<file path="src/rtl/clk_div_ctrl_pkg.sv">
`default_nettype none
// ============================================================================
// Module  : clk_div_pkg
// Purpose : Shared state encoding and constants for the clock-divider controller.
// Rev     : 1.0  initial release
// ============================================================================
package clk_div_pkg;

    localparam int DEFAULT_DIV_RATIO_WD = 8;
    localparam int MIN_VALID_RATIO      = 2;

    typedef enum logic [2:0] {
        IDLE = 3'd0,
        GATE = 3'd1,
        LOAD = 3'd2,
        HOLD = 3'd3,
        ACK  = 3'd4
    } state_e;

    function automatic int settle_cnt_wd(input int settle_cyc);
        return $clog2(settle_cyc + 1);
    endfunction

endpackage
`default_nettype wire

</file>
<file path="src/rtl/clk_div_ctrl_rr_arb.sv">
`default_nettype none
// ============================================================================
// Module  : clk_div_rr_arb
// Purpose : Combinational round-robin arbiter; lowest requester >= rr_ptr wins, wrapping.
// Rev     : 1.0  initial release
// ============================================================================
module clk_div_rr_arb #(
    parameter int NUM_REQ = 2,
    parameter int IDX_W   = 1
) (
    input  logic [NUM_REQ-1:0] req,
    input  logic [IDX_W-1:0]   rr_ptr,
    output logic [NUM_REQ-1:0] grant,
    output logic [IDX_W-1:0]   winner
);

    // Two descending passes: the first finds the lowest set bit overall (the
    // wrap-around candidate), the second overrides it with the lowest at/above rr_ptr.
    always_comb begin
        winner = '0;
        for (int i = NUM_REQ - 1; i >= 0; i--) begin
            if (req[i]) begin
                winner = IDX_W'(i);
            end
        end
        for (int i = NUM_REQ - 1; i >= 0; i--) begin
            if (req[i] && (IDX_W'(i) >= rr_ptr)) begin
                winner = IDX_W'(i);
            end
        end
        grant = '0;
        if (|req) begin
            grant[winner] = 1'b1;
        end
    end

endmodule
`default_nettype wire

</file>
<file path="src/rtl/clk_div_ctrl.sv">
`default_nettype none
// ============================================================================
// Module  : clk_div_ctrl
// Purpose : Glitch-safe ratio-change controller for the integer clock divider.
//           Optional ratio check enabled by macro CLK_DIV_CTRL_RATIO_CHECK_EN.
// Rev     : 1.0  initial release
// ============================================================================
module clk_div_ctrl
    import clk_div_pkg::*;
#(
    parameter int DIV_RATIO_WD  = DEFAULT_DIV_RATIO_WD,
    parameter int NUM_REQ       = 2,
    parameter int SETTLE_CYC    = 4,
    parameter int DEFAULT_RATIO = 2
) (
    input  logic                            clk_ref,
    input  logic                            rst,
    input  logic                            en_in,
    input  logic [NUM_REQ-1:0]              req,
    input  logic [NUM_REQ*DIV_RATIO_WD-1:0] req_ratio,
    output logic [NUM_REQ-1:0]              ack,
    output logic [NUM_REQ-1:0]              nack,
    output logic                            busy,
    output logic                            div_en_out,
    output logic [DIV_RATIO_WD-1:0]         div_ratio_out
);

    localparam int IDX_W = (NUM_REQ > 1) ? $clog2(NUM_REQ) : 1;
    localparam int CNT_W = settle_cnt_wd(SETTLE_CYC);
    localparam logic [CNT_W-1:0]        SETTLE_LAST = CNT_W'(SETTLE_CYC - 1);
    localparam logic [DIV_RATIO_WD-1:0] RESET_RATIO = DIV_RATIO_WD'(DEFAULT_RATIO);

    state_e                    state_q, state_d;
    logic [CNT_W-1:0]          cnt_q, cnt_d;
    logic [IDX_W-1:0]          rr_ptr_q, rr_ptr_d;
    logic [IDX_W-1:0]          win_q, win_d;
    logic [NUM_REQ-1:0]        grant_q, grant_d;
    logic [DIV_RATIO_WD-1:0]   ratio_q, ratio_d;
    logic [DIV_RATIO_WD-1:0]   div_ratio_q, div_ratio_d;
    logic                      div_en_q, div_en_d;
`ifdef CLK_DIV_CTRL_RATIO_CHECK_EN
    logic                      nack_q, nack_d;
`endif

    logic [NUM_REQ-1:0]        arb_grant;
    logic [IDX_W-1:0]          arb_winner;
    logic [DIV_RATIO_WD-1:0]   arb_ratio;

    clk_div_rr_arb #(
        .NUM_REQ (NUM_REQ),
        .IDX_W   (IDX_W)
    ) u_arb (
        .req    (req),
        .rr_ptr (rr_ptr_q),
        .grant  (arb_grant),
        .winner (arb_winner)
    );

    assign arb_ratio = req_ratio[int'(arb_winner)*DIV_RATIO_WD +: DIV_RATIO_WD];

    always_comb begin
        state_d     = state_q;
        cnt_d       = cnt_q;
        rr_ptr_d    = rr_ptr_q;
        win_d       = win_q;
        grant_d     = grant_q;
        ratio_d     = ratio_q;
        div_ratio_d = div_ratio_q;
        div_en_d    = div_en_q;
`ifdef CLK_DIV_CTRL_RATIO_CHECK_EN
        nack_d      = nack_q;
`endif
        case (state_q)
            IDLE: begin
                div_en_d = en_in;
                if (|req) begin
                    win_d   = arb_winner;
                    grant_d = arb_grant;
                    ratio_d = arb_ratio;
`ifdef CLK_DIV_CTRL_RATIO_CHECK_EN
                    nack_d  = 1'b0;
                    if (arb_ratio < DIV_RATIO_WD'(MIN_VALID_RATIO)) begin
                        nack_d  = 1'b1;
                        state_d = ACK;
                    end else
`endif
                    if (arb_ratio == div_ratio_q) begin
                        state_d = ACK;
                    end else begin
                        div_en_d = 1'b0;
                        cnt_d    = '0;
                        state_d  = GATE;
                    end
                end
            end
            GATE: begin
                if (cnt_q == SETTLE_LAST) begin
                    state_d = LOAD;
                end else begin
                    cnt_d = cnt_q + 1'b1;
                end
            end
            LOAD: begin
                div_ratio_d = ratio_q;
                cnt_d       = '0;
                state_d     = HOLD;
            end
            HOLD: begin
                if (cnt_q == SETTLE_LAST) begin
                    div_en_d = en_in;
                    state_d  = ACK;
                end else begin
                    cnt_d = cnt_q + 1'b1;
                end
            end
            ACK: begin
                rr_ptr_d = (win_q == IDX_W'(NUM_REQ - 1)) ? '0 : win_q + IDX_W'(1);
                state_d  = IDLE;
            end
            default: state_d = IDLE;
        endcase
    end

    always_ff @(posedge clk_ref) begin
        if (rst) begin
            state_q     <= IDLE;
            cnt_q       <= '0;
            rr_ptr_q    <= '0;
            win_q       <= '0;
            grant_q     <= '0;
            ratio_q     <= RESET_RATIO;
            div_ratio_q <= RESET_RATIO;
            div_en_q    <= 1'b0;
`ifdef CLK_DIV_CTRL_RATIO_CHECK_EN
            nack_q      <= 1'b0;
`endif
        end else begin
            state_q     <= state_d;
            cnt_q       <= cnt_d;
            rr_ptr_q    <= rr_ptr_d;
            win_q       <= win_d;
            grant_q     <= grant_d;
            ratio_q     <= ratio_d;
            div_ratio_q <= div_ratio_d;
            div_en_q    <= div_en_d;
`ifdef CLK_DIV_CTRL_RATIO_CHECK_EN
            nack_q      <= nack_d;
`endif
        end
    end

`ifdef CLK_DIV_CTRL_RATIO_CHECK_EN
    assign ack  = (state_q == ACK && !nack_q) ? grant_q : '0;
    assign nack = (state_q == ACK &&  nack_q) ? grant_q : '0;
`else
    assign ack  = (state_q == ACK) ? grant_q : '0;
    assign nack = '0;
`endif

    assign busy          = (state_q != IDLE);
    assign div_en_out    = div_en_q;
    assign div_ratio_out = div_ratio_q;

endmodule
`default_nettype wire

</file>
<file path="config.mk">
export PLATFORM = sky130hd
export DESIGN_NAME = clk_div_ctrl
export DESIGN_NICKNAME = d
export VERILOG_FILES = /design/src/rtl/clk_div_ctrl_pkg.sv /design/src/rtl/clk_div_ctrl_rr_arb.sv /design/src/rtl/clk_div_ctrl.sv
export SDC_FILE = /design/constraint.sdc
export NUM_CORES = 1
export LEC_CHECK = 0
export CAP_MARGIN = 20
export CORE_MARGIN = 1
export CORE_UTILIZATION = 25
export DETAILED_ROUTE_END_ITERATION = 10
export REMOVE_ABC_BUFFERS = 1
export SYNTH_ARGS = -nofsm -noshare
export SYNTH_HDL_FRONTEND = slang
export SYNTH_HIERARCHICAL = 1
export SYNTH_SLANG_ARGS = --single-unit
</file>
<file path="constraint.sdc">
create_clock -name clk_ref -period 2.1 [get_ports clk_ref]
set_input_delay 0.21 -clock clk_ref [delete_from_list [all_inputs] [get_ports clk_ref]]
set_output_delay 0.21 -clock clk_ref [all_outputs]
set_load 0.1 [all_outputs]
</file>
== Yosys cells after proc, flatten, opt, wreduce, memory -nomap -nowiden ==
Index checks and enable logic that the tools add are counted.

* $add $sub $neg: 2
* Magnitude comparators: 4
* Eq/ne operators: 11
* Shift operators: 1
* Multiplexer cells: 21
* Reductions and logical operators: 13

{| class="wikitable"
|+ Operators by type and width
! cell !! count
|-
| two-way mux 3 bit || 7
|-
| variable part select 16 x 5 -> 8 bit || 1
|-
| one-hot mux 3 bit (4 select lines) || 1
|-
| inequality test 2 bit, second input constant || 5
|-
| equality test 3 x 2 -> 1 bit, second input constant || 3
|-
| two-way mux 1 bit || 9
|-
| one-hot mux 3 bit (3 select lines) || 1
|-
| equality test 8 bit || 1
|-
| nonzero test 3 bit || 2
|-
| AND reduction 2 bit || 2
|-
| AND reduction 4 bit || 1
|-
| OR reduction 2 bit || 2
|-
| adder 3 x 1 -> 3 bit, second input constant || 1
|-
| equality test 3 x 1 -> 1 bit, second input constant || 1
|-
| equality test 3 bit, second input constant || 1
|-
| logical AND 1 bit || 3
|-
| zero test 3 bit || 1
|-
| AND reduction 3 bit || 1
|-
| greater-or-equal comparator 1 bit, first input constant || 2
|-
| less-than comparator 1 x 2 -> 1 bit, second input constant || 1
|-
| two-way mux 2 bit || 1
|-
| one-hot mux 1 bit (2 select lines) || 1
|-
| nonzero test 2 bit || 1
|-
| adder 1 bit, second input constant || 1
|-
| other kinds (2) || 2
|}

* Register bits after elaboration: 27
* Input port bits: 21
* Output and inout port bits: 14
* Word-level logic and storage cells: 60

== Depth between registers and ports, before layout ==
* Depth after elaboration: 9
* Mapped depth: 8
* Mapped depth without buffers: 7

== By module ==
The synthesis kept the hierarchy.

{| class="wikitable"
|+ Modules (own cells, without submodules)
! module !! times used !! cells an instance !! area each (sq um) !! seq. area each (sq um)
|-
| clk_div_ctrl || 1 || 146 || 1,337.5 || 540.5
|-
| clk_div_rr_arb || 1 || 4 || 26.3 || 0.0
|}

== Worst setup path before layout ==
No wires, ideal clock.

* Kind: reg2reg
* From: register div_ratio_q[7], in the netlist div_ratio_out[7]
* To: register state_q[0]
* Library setup time: 117 ps
* Data arrival time: 1,874 ps
* Data required time: 1,983 ps
* Path slack: 108 ps
* Stages on the path, launching flop included: 5
* Path buffers: 0
* Clock period less this slack: 1,992 ps
* Path through: dfxtp_1 -> xnor2_1 -> nor4_2 -> a21oi_2 -> o211a_1

* Cells in the longest elaborated chain, start to end: 4

{| class="wikitable"
|+ Ends and longest elaborated chain
! what !! RTL line !! text
|-
| from (decl) || clk_div_ctrl.sv:39 || <nowiki>logic [DIV_RATIO_WD-1:0] div_ratio_q, div_ratio_d;</nowiki>
|-
| from (signal assigned) || clk_div_ctrl.sv:144 || <nowiki>div_ratio_q <= div_ratio_d;</nowiki>
|-
| equality test 8 bit || clk_div_ctrl.sv:87 || <nowiki>if (arb_ratio == div_ratio_q) begin</nowiki>
|-
| two-way mux 3 bit || clk_div_ctrl.sv:87 ||
|-
| two-way mux 3 bit || clk_div_ctrl.sv:76 || <nowiki>if (|req) begin</nowiki>
|-
| one-hot mux 3 bit (4 select lines) || clk_div_ctrl.sv:73 || <nowiki>case (state_q)</nowiki>
|-
| to (signal assigned) || clk_div_ctrl.sv:138 || <nowiki>state_q <= state_d;</nowiki>
|-
| to (decl) || clk_div_ctrl.sv:33 || <nowiki>state_e state_q, state_d;</nowiki>
|}

Every way passes these cells. The select of a mux whose other input is x is not followed.
A chain may end at the register's enable or synchronous reset.

== Worst setup path in the final report ==
* From: input port req[1]
* To: register state_q[0]

* Cells in the longest elaborated chain, start to end: 9
* Elaborated cells on any way between the ends: 13
* Those cells by class: 2 x eq/ne; 1 x shift; 7 x mux; 3 x reduce/logical

{| class="wikitable"
|+ Ends and longest elaborated chain
! what !! RTL line !! text
|-
| from (decl) || clk_div_ctrl.sv:19 || <nowiki>input logic [NUM_REQ-1:0] req,</nowiki>
|-
| two-way mux 1 bit (2 in series) || clk_div_ctrl_rr_arb.sv:22 || <nowiki>if (req[i]) begin</nowiki>
|-
| two-way mux 1 bit (*) (2 in series) || clk_div_ctrl_rr_arb.sv:27 || <nowiki>if (req[i] && (IDX_W'(i) >= rr_ptr)) begin</nowiki>
|-
| via arb_winner || clk_div_ctrl.sv:46 || <nowiki>logic [IDX_W-1:0] arb_winner;</nowiki>
|-
| variable part select 16 x 5 -> 8 bit (*) || clk_div_ctrl.sv:59 || <nowiki>assign arb_ratio = req_ratio[int'(arb_winner)*DIV_RATIO_WD +: DIV_RATIO_WD];</nowiki>
|-
| equality test 8 bit (*) || clk_div_ctrl.sv:87 ||
|-
| two-way mux 3 bit (*) || clk_div_ctrl.sv:87 ||
|-
| two-way mux 3 bit (*) || clk_div_ctrl.sv:76 ||
|-
| one-hot mux 3 bit (4 select lines) (*) || clk_div_ctrl.sv:73 ||
|}

The timed path passes the listed nets; every way through them passes the cells marked *. The select of a mux whose other input is x is not followed.

==> key figures <==
Run status
  – Outcome: complete, no violations

Route
  – Post-route DRC: 0
  – Vias/cell: 4.48
  – Remaining antenna violation count: 0
  – Average routed wire per standard cell: 11.3 um
  – DRT Wirelength: 2970 um
  – Initial DRC Count: 39
  – Vias post-DR: 1179
  – DRT Pass-1 Iters: 4

Clock network
  – CTS tree: yes
  – # clock sinks: 27
  – CTS root buf: clkbuf_8
  – Reg clk slew, reported paths: 0.09 ns
  – Bufs on Longest Clock Path: 2
  – CTS Buf Count: 3
  – Skew-Pair Late Insertion Delay: 0.27 ns
  – Number of H-tree levels: 1

Synthesis
  – Complex-gate fraction of the synthesized area: 0.172
  – Top-area cell type share of the netlist area: 0.396
  – Number of synthesized flops with an enable pin: 0
  – Post-synthesis sequential area ratio: 0.396
  – Commonest cells in the netlist: dfxtp_1, nor2_1, mux2i_1
  – Yosys cell types: 39
  – Cell Area, Synth: 1360 sq um
  – Ys async rst share: 0
  – Largest family of logic cells by synthesized area: compound AO/OA/AOI/OAI gates
  – Multiplexer share of the synthesized area: 0.131
  – Post-Synth Adder-Cell Area: 0.0183
  – XOR/XNOR Fraction of Synth Area: 0.0578
  – Top-count cell post-synth: dfxtp_1
  – Synth top area cells: dfxtp_1, mux2i_1, nor2_1
  – Post-synth top area cell: dfxtp_1
  – Yosys warns: 6
  – Register bit total from synthesis: 27
  – Predominant post-synthesis flop cell: dfxtp_1
  – Avg Cell Area, Syn: 9.09 sq um
  – Simple logic cell fraction of the synthesized area: 0.170
  – Mapped Cells: 150

Placed design
  – Pre-CTS setup slack: -0.258 ns
  – Final HPWL DP: 2170 um
  – Gp weighted congestion: 0.698
  – Port bufs: 32

Layout
  – # nets final: 217
  – Layout cells sized above 1: 0.238
  – Core Util, Final: 0.371
  – Ant diodes: 0
  – Filler cell count: 528
  – Area Overhead vs Synth: 40.8%

Die
  – Core box area: 5170 sq um
  – DIE AREA: 5750 sq um
  – Num rows: 26
  – Die W: 75.9 um
  – I/O pins: 35
  – Starting Density: 0.264
  – Die height: 75.9 um

Global routing
  – Largest net degree at the start of global routing: 29
  – Total gr overflow: 0
  – First-pass GRT wire length: 4840 um
  – Vias in the first global route: 1061
  – Overall Global Routing Usage: 0.111
  – Antenna violations before repair: 0

Setup path
  – CP max FO: 5
  – CP Class: input port to flip-flop
  – CP endpoint kind: flip-flop
  – Critical path data arrival time: 2.15 ns
  – Worst EP required: 2.27 ns
  – Crit start category: input port

STA
  – Fin Clk Skew: 0.00357 ns
  – RSZ-0062 raised after global routing: no
  – Final worst-path setup slack: 0.118 ns
  – Setup TNS: 0 ns
  – Final Max Tran Viols: 0
  – Final worst path period share: 0.944
  – Final hold violations: 0
  – Highest Clock Rate: 0.505 GHz
  – Tmin final: 1.98 ns
  – Finish-stage setup viols: 0

Hold path
  – Hold Path Class: flip-flop to flip-flop

Pwr
  – Power Density: 558 nW/um^2
  – Total power: 0.00107 W
  – Pleak: 0.743 nW
  – Peak VDD IR: 202 uV

Job
  – Max Cap Viol: 0
area by class of cell:
class                      count  area, sq um  area share
clock buffer                   3         41.3      0.0215
clock inverter                 1         5.00     0.00261
inverter                       4         15.0     0.00782
multi-input combinational    110          779       0.406
sequential                    27          541       0.281
tap                           70         87.6      0.0456
timing repair buffer          48          452       0.235
state kept, by name, summed over array words and instances (netlist names):
name           flops
ratio_q            8
div_ratio_out      8
cnt_q              3
grant_q            2
state_q            3
rr_ptr_q           1
div_en_out         1
win_q              1
cells by family after synthesis:
| family | after synthesis |
|---|---|
| AND/OR/NAND/NOR | 48 |
| AO/OA/AOI/OAI | 32 |
| flip-flops | 27 |
| multiplexers | 17 |
| buffers and inverters | 14 |
| XOR/XNOR | 9 |
| adder cells (fa/ha/maj) | 2 |
| other | 1 |
routing by layer:
metal / global-route usage / vias up / wire length (um)
li1: - / 611 / -
met1: 0.152 / 526 / 1430
met2: 0.174 / 40 / 1320
met3: 0.0238 / 2 / 216
met4: 0.0370 / 0 / 8
met5: 0 / - / 0
cell usage in the layout (no fill, tap or decap), types with 4 or more instances in the layout:
| cell | synthesis | final |
|---|---|---|
| buf_4 | 2 | 23 |
| dfxtp_1 | 27 | 27 |
| xnor2_1 | 8 | 8 |
| inv_1 | 4 | 4 |
| nor2_1 | 24 | 24 |
| a211oi_1 | 7 | 7 |
| a21oi_1 | 6 | 6 |
| mux2i_1 | 14 | 11 |
| mux2i_2 | 2 | 5 |
| clkdlybuf4s50_1 | 0 | 20 |
| nand2_1 | 10 | 10 |
timing repair:
action	4_1_cts	5_1_grt
hold buffers	0	0
endpoints found under the setup margin	0	6
resized for setup	0	7
hold endpoints to repair	0	0
setup buffers	0	1
power by group:
part	internal, W	total (W)	switching, W
registers	0.000534	0.000549	0.0000153
logic	0.000111	0.000226	0.000115
clock network	0.000133	0.000297	0.000164
path summary, 6_finish.rpt:
kind | start | to | slack, ns | depth (start not counted)
hold / removal | grant_q[1]$_SDFFE_PP0P_ | grant_q[1]$_SDFFE_PP0P_ | 0.46 | 2
setup reg to reg | rr_ptr_q$_SDFFE_PP0N_ | state_q[0]$_SDFFE_PP0P_ | 0.13 | 9
hold reg to reg | grant_q[1]$_SDFFE_PP0P_ | grant_q[1]$_SDFFE_PP0P_ | 0.46 | 2
setup / recovery | req[1] | state_q[0]$_SDFFE_PP0P_ | 0.12 | 9
metrics by stage:
stage / instance area [sq um] / instances / hold slack [ns]
global placement: 1830 / 257 / 0.444
CTS: 1880 / 261 / 0.460
detailed placement: 1830 / 257 / 0.446
finish: 1920 / 263 / 0.459
global route: 1920 / 263 / 0.473
floorplan: 1310 / 141 / 0.275
worst max-delay path: stages:
cell             delay (ns)
clkdlybuf4s50_1        0.48
a21boi_4               0.20
buf_6                  0.16
mux2i_2                0.26
xnor2_1                0.11
nor4_2                 0.27
buf_4                  0.16
a21oi_2                0.08
o211a_1                0.21
No activity file was read; power rests on OpenSTA's default activity.
